## src/rtl/meas_sequencer.sv

```systemverilog
// Cable-fault measurement shot sequencer: DA pulse, overlapping AD capture, then UART upload.
// Strobed host commands start or abort a shot; every output is registered.
module meas_sequencer #(
  parameter logic [7:0]  CMD_1M    = 8'hFF,
  parameter logic [7:0]  CMD_5M    = 8'hEF,
  parameter logic [7:0]  CMD_ABORT = 8'h00,
  parameter int unsigned PULSE_CYC = 500,
  parameter int unsigned CAP_CYC   = 900,
  parameter int unsigned SEND_CYC  = 2250000,
  parameter int unsigned CNT_W     = 22
) (
  input  logic       sys_clk,
  input  logic       sys_rst,
  input  logic       cmd_valid,
  input  logic [7:0] cmd_data,
  input  logic       send_done,
  output logic       da1m_en,
  output logic       da5m_en,
  output logic       ad_en,
  output logic       send_en,
  output logic       mode,
  output logic       busy,
  output logic       meas_done,
  output logic       cmd_err
);

  localparam logic [CNT_W-1:0] PULSE_LAST = CNT_W'(PULSE_CYC - 1);
  localparam logic [CNT_W-1:0] CAP_LAST   = CNT_W'(CAP_CYC - 1);
  localparam logic [CNT_W-1:0] SEND_LAST  = CNT_W'(SEND_CYC - 1);

  typedef enum logic [2:0] {
    S_IDLE,
    S_FIRE,
    S_CAPTURE,
    S_SEND,
    S_DONE
  } state_e;

  state_e             state_q, state_d;
  logic [CNT_W-1:0]   cnt_q, cnt_d;
  logic               mode_q, mode_d;
  logic               da1m_q, da1m_d;
  logic               da5m_q, da5m_d;
  logic               ad_q, ad_d;
  logic               send_q, send_d;
  logic               busy_q, busy_d;
  logic               done_q, done_d;
  logic               err_q, err_d;
  logic               abort_c;
  logic               start_c;

  assign abort_c = cmd_valid && (cmd_data == CMD_ABORT);
  assign start_c = cmd_valid && ((cmd_data == CMD_1M) || (cmd_data == CMD_5M));

  // Next state plus outputs derived from the next state, so the enables line up with the state register.
  always_comb begin
    state_d = state_q;
    cnt_d   = cnt_q;
    mode_d  = mode_q;
    err_d   = 1'b0;

    case (state_q)
      S_IDLE: begin
        if (start_c) begin
          mode_d  = (cmd_data == CMD_5M);
          cnt_d   = '0;
          state_d = S_FIRE;
        end else if (cmd_valid) begin
          err_d = 1'b1;
        end
      end
      S_FIRE: begin
        if (abort_c) begin
          cnt_d   = '0;
          state_d = S_IDLE;
        end else begin
          cnt_d = cnt_q + CNT_W'(1);
          if (cnt_q == PULSE_LAST) state_d = S_CAPTURE;
        end
      end
      S_CAPTURE: begin
        if (abort_c) begin
          cnt_d   = '0;
          state_d = S_IDLE;
        end else if (cnt_q == CAP_LAST) begin
          cnt_d   = '0;
          state_d = S_SEND;
        end else begin
          cnt_d = cnt_q + CNT_W'(1);
        end
      end
      S_SEND: begin
        // Abort takes priority over an upload completion in the same cycle.
        if (abort_c) begin
          cnt_d   = '0;
          state_d = S_IDLE;
        end else if (send_done || (cnt_q == SEND_LAST)) begin
          cnt_d   = '0;
          state_d = S_DONE;
        end else begin
          cnt_d = cnt_q + CNT_W'(1);
        end
      end
      S_DONE: begin
        cnt_d   = '0;
        state_d = S_IDLE;
      end
      default: begin
        cnt_d   = '0;
        state_d = S_IDLE;
      end
    endcase

    da1m_d = (state_d == S_FIRE) && !mode_d;
    da5m_d = (state_d == S_FIRE) && mode_d;
    ad_d   = (state_d == S_FIRE) || (state_d == S_CAPTURE);
    send_d = (state_d == S_SEND);
    busy_d = (state_d != S_IDLE);
    done_d = (state_d == S_DONE);
  end

  always_ff @(posedge sys_clk) begin
    if (sys_rst) begin
      state_q <= S_IDLE;
      cnt_q   <= '0;
      mode_q  <= 1'b0;
      da1m_q  <= 1'b0;
      da5m_q  <= 1'b0;
      ad_q    <= 1'b0;
      send_q  <= 1'b0;
      busy_q  <= 1'b0;
      done_q  <= 1'b0;
      err_q   <= 1'b0;
    end else begin
      state_q <= state_d;
      cnt_q   <= cnt_d;
      mode_q  <= mode_d;
      da1m_q  <= da1m_d;
      da5m_q  <= da5m_d;
      ad_q    <= ad_d;
      send_q  <= send_d;
      busy_q  <= busy_d;
      done_q  <= done_d;
      err_q   <= err_d;
    end
  end

  assign da1m_en   = da1m_q;
  assign da5m_en   = da5m_q;
  assign ad_en     = ad_q;
  assign send_en   = send_q;
  assign mode      = mode_q;
  assign busy      = busy_q;
  assign meas_done = done_q;
  assign cmd_err   = err_q;

endmodule
```

## config.mk

```make
export PLATFORM = sky130hd
export DESIGN_NAME = meas_sequencer
export DESIGN_NICKNAME = d
export VERILOG_FILES = /design/src/rtl/meas_sequencer.sv
export SDC_FILE = /design/constraint.sdc
export NUM_CORES = 1
export LEC_CHECK = 0
export ABC_CLOCK_PERIOD_IN_PS = 2470
export CAP_MARGIN = 20
export CORE_MARGIN = 1
export CORE_UTILIZATION = 35
export DETAILED_ROUTE_END_ITERATION = 8
export GPL_TIMING_DRIVEN = 0
export PLACE_DENSITY = 0.5
export SLEW_MARGIN = 10
export SYNTH_ARGS = -nofsm -noshare
export SYNTH_HDL_FRONTEND = slang
export SYNTH_SLANG_ARGS = --single-unit
```

## constraint.sdc

```tcl
create_clock -name sys_clk -period 2.47 [get_ports sys_clk]
set_clock_uncertainty 0.05 [all_clocks]
set_input_delay 0.247 -clock sys_clk [delete_from_list [all_inputs] [get_ports sys_clk]]
set_output_delay 0.247 -clock sys_clk [all_outputs]
set_load 0.02 [all_outputs]
```

Yosys cells after proc, flatten, opt, wreduce, memory -nomap -nowiden
Index checks and enable logic that the tools add are counted.
{"block": "classes", "n_addsub": 1, "eq_ne": 13, "reduce_logical": 12, "muxes": 18, "n_bitwise": 1}
{"op": "$mux 22", "n": 6}
{"op": "$pmux 22 s4", "n": 1}
{"op": "$add 22x1->22 const B", "n": 1}
{"op": "$eq 22x10->1 const B", "n": 1}
{"op": "$eq 22x22->1 const B", "n": 1}
{"op": "$eq 22x9->1 const B", "n": 1}
{"op": "$mux 3", "n": 7}
{"op": "$eq 8x8->1 const B", "n": 2}
{"op": "$eq 3x2->1 const B", "n": 4}
{"op": "$pmux 3 s4", "n": 1}
{"op": "$logic_not 8->1", "n": 1}
{"op": "$eq 3x1->1 const B", "n": 2}
{"op": "$logic_and 1x1->1", "n": 4}
{"op": "$eq 3x3->1 const B", "n": 1}
{"op": "$logic_not 3->1", "n": 1}
{"op": "$logic_or 1x1->1", "n": 3}
{"op": "$mux 1", "n": 3}
{"op": "$reduce_bool 3->1", "n": 1}
{"op": "$reduce_or 3->1", "n": 1}
{"op": "$ne 2x2->1 const B", "n": 1}
{"op": "$logic_not 1->1", "n": 1}
{"op": "$not 1->1", "n": 1}
{"block": "totals", "regBits": 33, "word_cells": 55, "in_bits": 12}

Logic depth before layout (Yosys ltp)
Gate-level depths: netlist of run 1.
{"block": "depth", "word_depth": 7, "depth_mapped": 9, "mapped_depth_nobuf": 7}

Least setup slack after synthesis of run 1
Ideal clock, no wire load.
{"block": "synth_path", "kind": "register -> register", "from": "register cnt_q[0]", "to": "register cnt_q[11]", "synth_period_minus_slack_ns": 2.102, "path_stages_with_launch": 9, "t_required_ns": 2.303, "arrival_ns": 1.935, "slack_ns": 0.368, "cell_sequence": "dfxtp_1 -> ha_1 -> nor4b_4 -> nand4_2 -> o311ai_4 -> a21oi_2 -> buf_6 -> buf_8 -> a22o_1"}
{"block": "synth_between", "elab_chain_len": 5, "word_cells_on_any_way": 10, "classes_between": "1 x add/sub; 2 x eq/ne; 6 x mux; 1 x reduce/logical"}
{"element": "start, declared", "line": "40", "source": "logic [CNT_W-1:0] cnt_q, cnt_d;"}
{"element": "start signal, assigned", "line": "136", "source": "cnt_q <= cnt_d;"}
{"element": "parallel branches: the longest is 4 deep, another holds $add 22x1->22"}
{"element": "$pmux 22 s4 *", "line": "62", "source": "case (state_q)"}
Mark *: on every way between the ends.
A chain may end at the register's enable or synchronous reset.

Worst setup path after layout of run 1
{"block": "layout_path", "from": "register state_q[0]", "to": "register cnt_q[4]"}
{"block": "layout_between", "elab_chain_len": 2, "word_cells_on_any_way": 6, "classes_between": "4 x eq/ne; 1 x mux; 1 x reduce/logical"}
{"element": "start, declared", "line": "39", "source": "state_e state_q, state_d;"}
{"element": "start signal, assigned", "line": "135", "source": "state_q <= state_d;"}
{"element": "$eq 3x2->1 (tied with other cells)", "line": "62"}
{"element": "$pmux 22 s4 / $ne 2x2->1 (equally long branches)"}
Parallel ways exist; a longest one is shown, timed or not.

==> impl_metrics.tcl, run 1 <==
set metrics [dict create \
    setup_viol 0 \
    worstHoldPathType "in -> reg" \
    wl_met3_um 157 \
    die_area_um2 5260 \
    clockRootBuffer "clkbuf_8" \
    slew-limit-headroom 0.348 \
    fmax_mhz 427 \
    wl_met1_mm 2.19 \
    start_kind "flip-flop" \
    die_h_um 72.5 \
    htreeDepth 2 \
    place_area_um2 2000 \
    grt_usage 0.194 \
    seq_area_frac_synth 0.380 \
    period_share 0.949 \
    grt_pass1_vias 1573 \
    ios 20 \
    numCtsBuffers 5 \
    power_density_nw_per_um2 490 \
    cts_tree "yes" \
    grt_overflow 0 \
    ys_async_sr_fraction 0 \
    wirelength_mm 4.58 \
    die_w_um 72.5 \
    cts.path.max_buffers 2 \
    synth_nets 222 \
    avgSynthCellArea_um2 8.33 \
    post-route-drc-count 0 \
    dr_wl_met2_mm 2.17 \
    drv_cap 0 \
    synth_top_cells_by_area "dfxtp_1, nand2_1, nor2_1" \
    wl_per_cell_um 15.2 \
    hold_depth 2 \
    grt_max_degree 11 \
    reg2reg_depth 5 \
    antenna_found_initial 0 \
    ys_types 45 \
    syn_area_um2 1740 \
    antennaDiodeCount 0 \
    viasPerCell 5.31 \
    coreArea_um2 4750 \
    clock_latency_ps 290 \
    area_growth_pct 22.2 \
    ys.flop_type "dfxtp_1" \
    tightestPinTransition_ps 969 \
    fin_area_um2 2130 \
    highest_layer "met4" \
    netlist_instances 209 \
    drt-initial-drc-count 127 \
    rsz0062_at_grt "false" \
    leakagePower_nw 0.692 \
    num_vias 1604 \
    clkSlewWorstSetupHoldPaths_ps 70 \
    peakVddDrop_mv 0.172 \
    fin_nets 247 \
    firstDrtPassIters 5 \
    critPathKind "reg -> reg" \
    cts_sinks 33 \
    status "finished clean" \
    synth_edf_count 0 \
    cp-end-kind "flip-flop" \
    portBuffers 18 \
    yosys.area.top_type "dfxtp_1" \
    worstPathArrival_ps 2490 \
    holdBufCountCts 0 \
    pre_cts_ws_ps -189 \
    slew_viol_final 0 \
    p_total_mw 1.04 \
    hold_violations 0 \
    gp_congestion 0.862 \
    layout_setup_ws_ps 127 \
    drive_gt1_frac 0.115 \
    dp_hpwl_mm 3.37 \
    worst-path-max-fanout 10 \
    ys_warn_count 0 \
    period_minus_slack_ps 2340 \
    initial_core_util 0.366 \
    grt_pass1_wl_mm 7.71 \
    synth_top_area_share 0.380 \
    ys_ff_latch 33 \
    antenna_left 0 \
    cp.required_ps 2620 \
    rows 25 \
]
cell families after synthesis:
logic type,Yosys count,share of synthesized area
AND/OR/NAND/NOR,102,0.326
AO/OA/AOI/OAI,50,0.191
flip-flops,33,0.380
buffers and inverters,12,0.0367
multiplexers,6,0.0345
XOR/XNOR,5,0.0252
adder cells (fa/ha/maj),1,0.00719
stage by stage:
stage	util	TNS [ps]	hold WS [ps]	cells
6_report	0.447	0	253	302
5_1_grt	0.447	0	267	302
4_1_cts	0.445	0	244	303
3_5_place_dp	0.422	-1920	451	294
3_3_place_gp	0.422	-1030	454	294
2_1_floorplan	-	0	319	209
registers in the layout, summed over array words and instances (netlist names):
name	cells
da1m_en	1
busy	1
mode	1
send_en	1
cmd_err	1
ad_en	1
state_q	3
cnt_q	22
meas_done	1
da5m_en	1
critical path: stages (launching register included):
cell and delay, ps:
dfxtp_1 370, or3_1 470, nor3_2 600, clkbuf_1 500
o21ai_0 180, o31ai_1 90
where the power goes:
part           switching, mW  internal, mW  leakage, nW
logic                 0.0269        0.0236        0.371
registers           0.000515         0.533        0.267
clock network          0.205         0.252       0.0542
total                  0.233         0.809        0.692
cell type report:
| class | instances | area [µm²] |
|---|---|---|
| Buffer | 5 | 37.5 |
| Multi-Input combinational cell | 164 | 1030 |
| Clock buffer | 7 | 96.3 |
| Clock inverter | 1 | 5.00 |
| Inverter | 6 | 22.5 |
| Timing Repair Buffer | 19 | 188 |
| Tap cell | 67 | 83.8 |
| Sequential cell | 33 | 663 |
| Fill cell | 489 | 2630 |
cell usage after synthesis (all sizes together), types with 2 or more instances:
library cell  count
dfxtp            33
o21ai            16
and2              4
nand2            23
and3              4
inv               6
buf               2
mux2i             6
nor4              7
nand4b            2
nor2             22
clkbuf            4
nand3b            2
nand3            15
or3               5
a21oi            13
nor3              7
a31oi             5
a41oi             2
nand4             6
xor2              4
a211oi            4
path summary, 6_finish.rpt:
check | startpoint | end | slack (ps)
max reg2reg | state_q[0] | cnt_q[4] | 130
min | sys_rst | mode | 250
max | state_q[0] | cnt_q[4] | 130
min reg2reg | cnt_q[5] | cnt_q[5] | 470
metal layers:
| layer | vias to the layer above | track usage |
|---|---|---|
| li1 | 824 | - |
| met1 | 739 | 0.242 |
| met4 | 0 | 0.0719 |
| met5 | - | 0 |
| met3 | 7 | 0.0444 |
| met2 | 34 | 0.327 |
what timing repair did:
item                       in CTS  in global routing
gates cloned                    0                  0
buffers inserted                1                  0
pin swaps                       1                  1
setup endpoints to repair      16                 21
gates resized for setup         1                  4
layout by cell type, fill, tap and decap left out, types with 2 or more instances in the layout:
cell and n:
nor4_2 3, dfxtp_1 31, clkbuf_8 7, nor3_1 5, a41oi_1 2, nor4_1 4
mux2i_1 6, and2_1 4, dfxtp_2 2, a21oi_1 12, or3_1 4, inv_1 6
nor3_2 2, xor2_1 4, nand4b_1 2, and3_1 4, clkdlybuf4s50_1 18, nand4_1 5
nand2_1 22, nand3_1 15, clkbuf_1 3, nand3b_1 2, a211oi_1 4, o21ai_0 16
a31oi_1 5, nor2_1 22
Power figures use the tool's default switching activity.
==> run 2: changes to the inputs <==
--- a/config.mk
+++ b/config.mk
@@ -5,7 +5,6 @@
 export SDC_FILE = /design/constraint.sdc
 export NUM_CORES = 1
 export LEC_CHECK = 0
-export ABC_CLOCK_PERIOD_IN_PS = 2470
 export CAP_MARGIN = 20
 export CORE_MARGIN = 1
 export CORE_UTILIZATION = 35
==> results of run 2 <==
Same layout as run 1: the final DEF is identical, and so are final timing and power.
==> run 3: changes to the inputs <==
--- a/config.mk
+++ b/config.mk
@@ -11,6 +11,7 @@
 export DETAILED_ROUTE_END_ITERATION = 8
 export GPL_TIMING_DRIVEN = 0
 export PLACE_DENSITY = 0.5
+export REMOVE_ABC_BUFFERS = 1
 export SLEW_MARGIN = 10
 export SYNTH_ARGS = -nofsm -noshare
 export SYNTH_HDL_FRONTEND = slang
==> run 3 against run 2 <==
  * Flip-flop and latch count is the same
  * Clock power barely moved
  * Core utilization up 0.55 points
  * Sequential power is essentially flat
  * Critical path depth up 3
  * Hold slack better by 210 ps
  * Setup slack better by 71 ps
  * Final cell count grew 0.33%
  * Global-route usage fell by 1.3 points
==> impl_metrics.tcl, run 3 (synthesis gave the netlist of run 1 again) <==
set metrics [dict create \
    rows 25 \
    utilization 0.453 \
    path_buf_inv 1 \
    leakagePower_nw 0.699 \
    period_minus_slack_ps 2270 \
    grt_pass1_wl_mm 7.26 \
    grt_pass1_vias 1531 \
    p_clk_frac 0.438 \
    hold_violations 0 \
    die_h_um 72.5 \
    wl_per_cell_um 14.7 \
    critPathKind "reg -> reg" \
    peakVddDrop_mv 0.256 \
    switching_share 0.223 \
    path_cells "ha_4, nor4b_4, nand4_2, o311ai_4, buf_4, a21oi_4, a21o_1, a22o_1" \
    numCtsBuffers 5 \
    die_w_um 72.5 \
    viasPerCell 5.53 \
    worstPathArrival_ps 2400 \
    slowest_stage "dfxtp_2" \
    largest_register_ffs 22 \
    grt_usage 0.181 \
    initial_core_util 0.366 \
    cts_tree "yes" \
    antenna_left 0 \
    drive_gt1_frac 0.127 \
    area_growth_pct 23.7 \
    cp-end-kind "flip-flop" \
    fin_cells 303 \
    portBuffers 19 \
    status "finished clean" \
    antennaDiodeCount 0 \
    grt_overflow 0 \
    highest_layer "met4" \
    slew_viol_final 0 \
    tightestPinTransition_ps 987 \
    fmax_mhz 440 \
    wirelength_mm 4.45 \
    num_vias 1675 \
    clock_latency_ps 290 \
    post-route-drc-count 0 \
    cpLargestDelayFamily "compound AO/OA/AOI/OAI gates" \
    largestRegisters "cnt_q x22, state_q x3" \
    worstHoldPathType "reg -> reg" \
    ios 20 \
    pre_cts_ws_ps -328 \
    drt-initial-drc-count 74 \
    holdBufCountCts 0 \
    antenna_found_initial 0 \
    cts.path.max_buffers 2 \
    layout_setup_ws_ps 198 \
    period_share 0.920 \
    clockRootBuffer "clkbuf_8" \
    seq_power_share 0.512 \
    layout_common_cells "dfxtp_1, nor2_1, nand2_1, clkdlybuf4s50_1, o21ai_0" \
    grt_max_degree 22 \
    fin_nets 248 \
    coreArea_um2 4750 \
    cp_slowest_stage_delay_ps 390 \
    power_density_nw_per_um2 484 \
    firstDrtPassIters 4 \
    dp_hpwl_mm 3.17 \
    placedCellCount 290 \
    p_total_mw 1.04 \
    setup_viol 0 \
    dr_wl_met2_mm 2.15 \
    worst-path-max-fanout 10 \
    gp_congestion 0.854 \
    regMostFlops "cnt_q" \
    rsz0062_at_grt "false" \
    power.switching_mw 0.232 \
    layout_commonest_cell "dfxtp_1" \
    cts_sinks 33 \
    clkSlewWorstSetupHoldPaths_ps 80 \
    htreeDepth 2 \
    wl_met1_mm 2.04 \
    die_area_um2 5260 \
    start_kind "flip-flop" \
    cp.required_ps 2600 \
    drv_cap 0 \
    wl_met3_um 184 \
    p_int_mw 0.810 \
    p_comb_frac 0.050 \
    slew-limit-headroom 0.336 \
]
run 3: repair_timing:
action                     CTS  global route
setup endpoints to repair   18            22
buffers inserted             2             2
pin swaps                    2             2
gates cloned                 0             1
resized for setup            2             5
run 3: worst register-to-register path: stages (launching register included):
cell and delay (ps):
dfxtp_2 390, ha_4 190, nor4b_4 280, nand4_2 190, o311ai_4 380, buf_4 190
a21oi_4 100, a21o_1 190, a22o_1 210
run 3: area by class of cell:
type / instances / area (µm²)
clock buffers: 7 / 96.3
clock inverters: 1 / 5.00
fillers: 493 / 2600
inverters: 6 / 22.5
multi-input cells: 165 / 1050
flip-flops and latches: 33 / 663
well taps: 67 / 83.8
repair buffers: 24 / 228
run 3: metal layers:
| layer | up-vias | track usage |
|---|---|---|
| li1 | 828 | - |
| met1 | 800 | 0.224 |
| met2 | 40 | 0.306 |
| met3 | 7 | 0.0333 |
| met4 | 0 | 0.0828 |
| met5 | - | 0 |
run 3: final timing paths:
kind	start	slack, ps	cells after the start	end
setup / recovery	cnt_q[0]	200	8	cnt_q[11]
hold / removal	cnt_q[6]	460	2	cnt_q[6]
setup reg to reg	cnt_q[0]	200	8	cnt_q[11]
hold reg to reg	cnt_q[6]	460	2	cnt_q[6]
run 3: stage by stage:
step	hold WS, ps	area, µm²	setup TNS (ps)
after global placement	445	1970	-2110
after global routing	488	2150	0
final	462	2150	0
after detailed placement	458	1980	-2570
after CTS	470	2110	0
after floorplan	266	1700	0
run 3: power groups by stage:
stage | registers (mW) | logic [mW] | clock network [mW]
2_1_floorplan | 0.547 | 0.0179 | 0
3_3_place_gp | 0.546 | 0.0486 | 0
3_5_place_dp | 0.546 | 0.0509 | 0
4_1_cts | 0.533 | 0.0518 | 0.468
5_1_grt | 0.533 | 0.0571 | 0.489
6_report | 0.533 | 0.0523 | 0.457
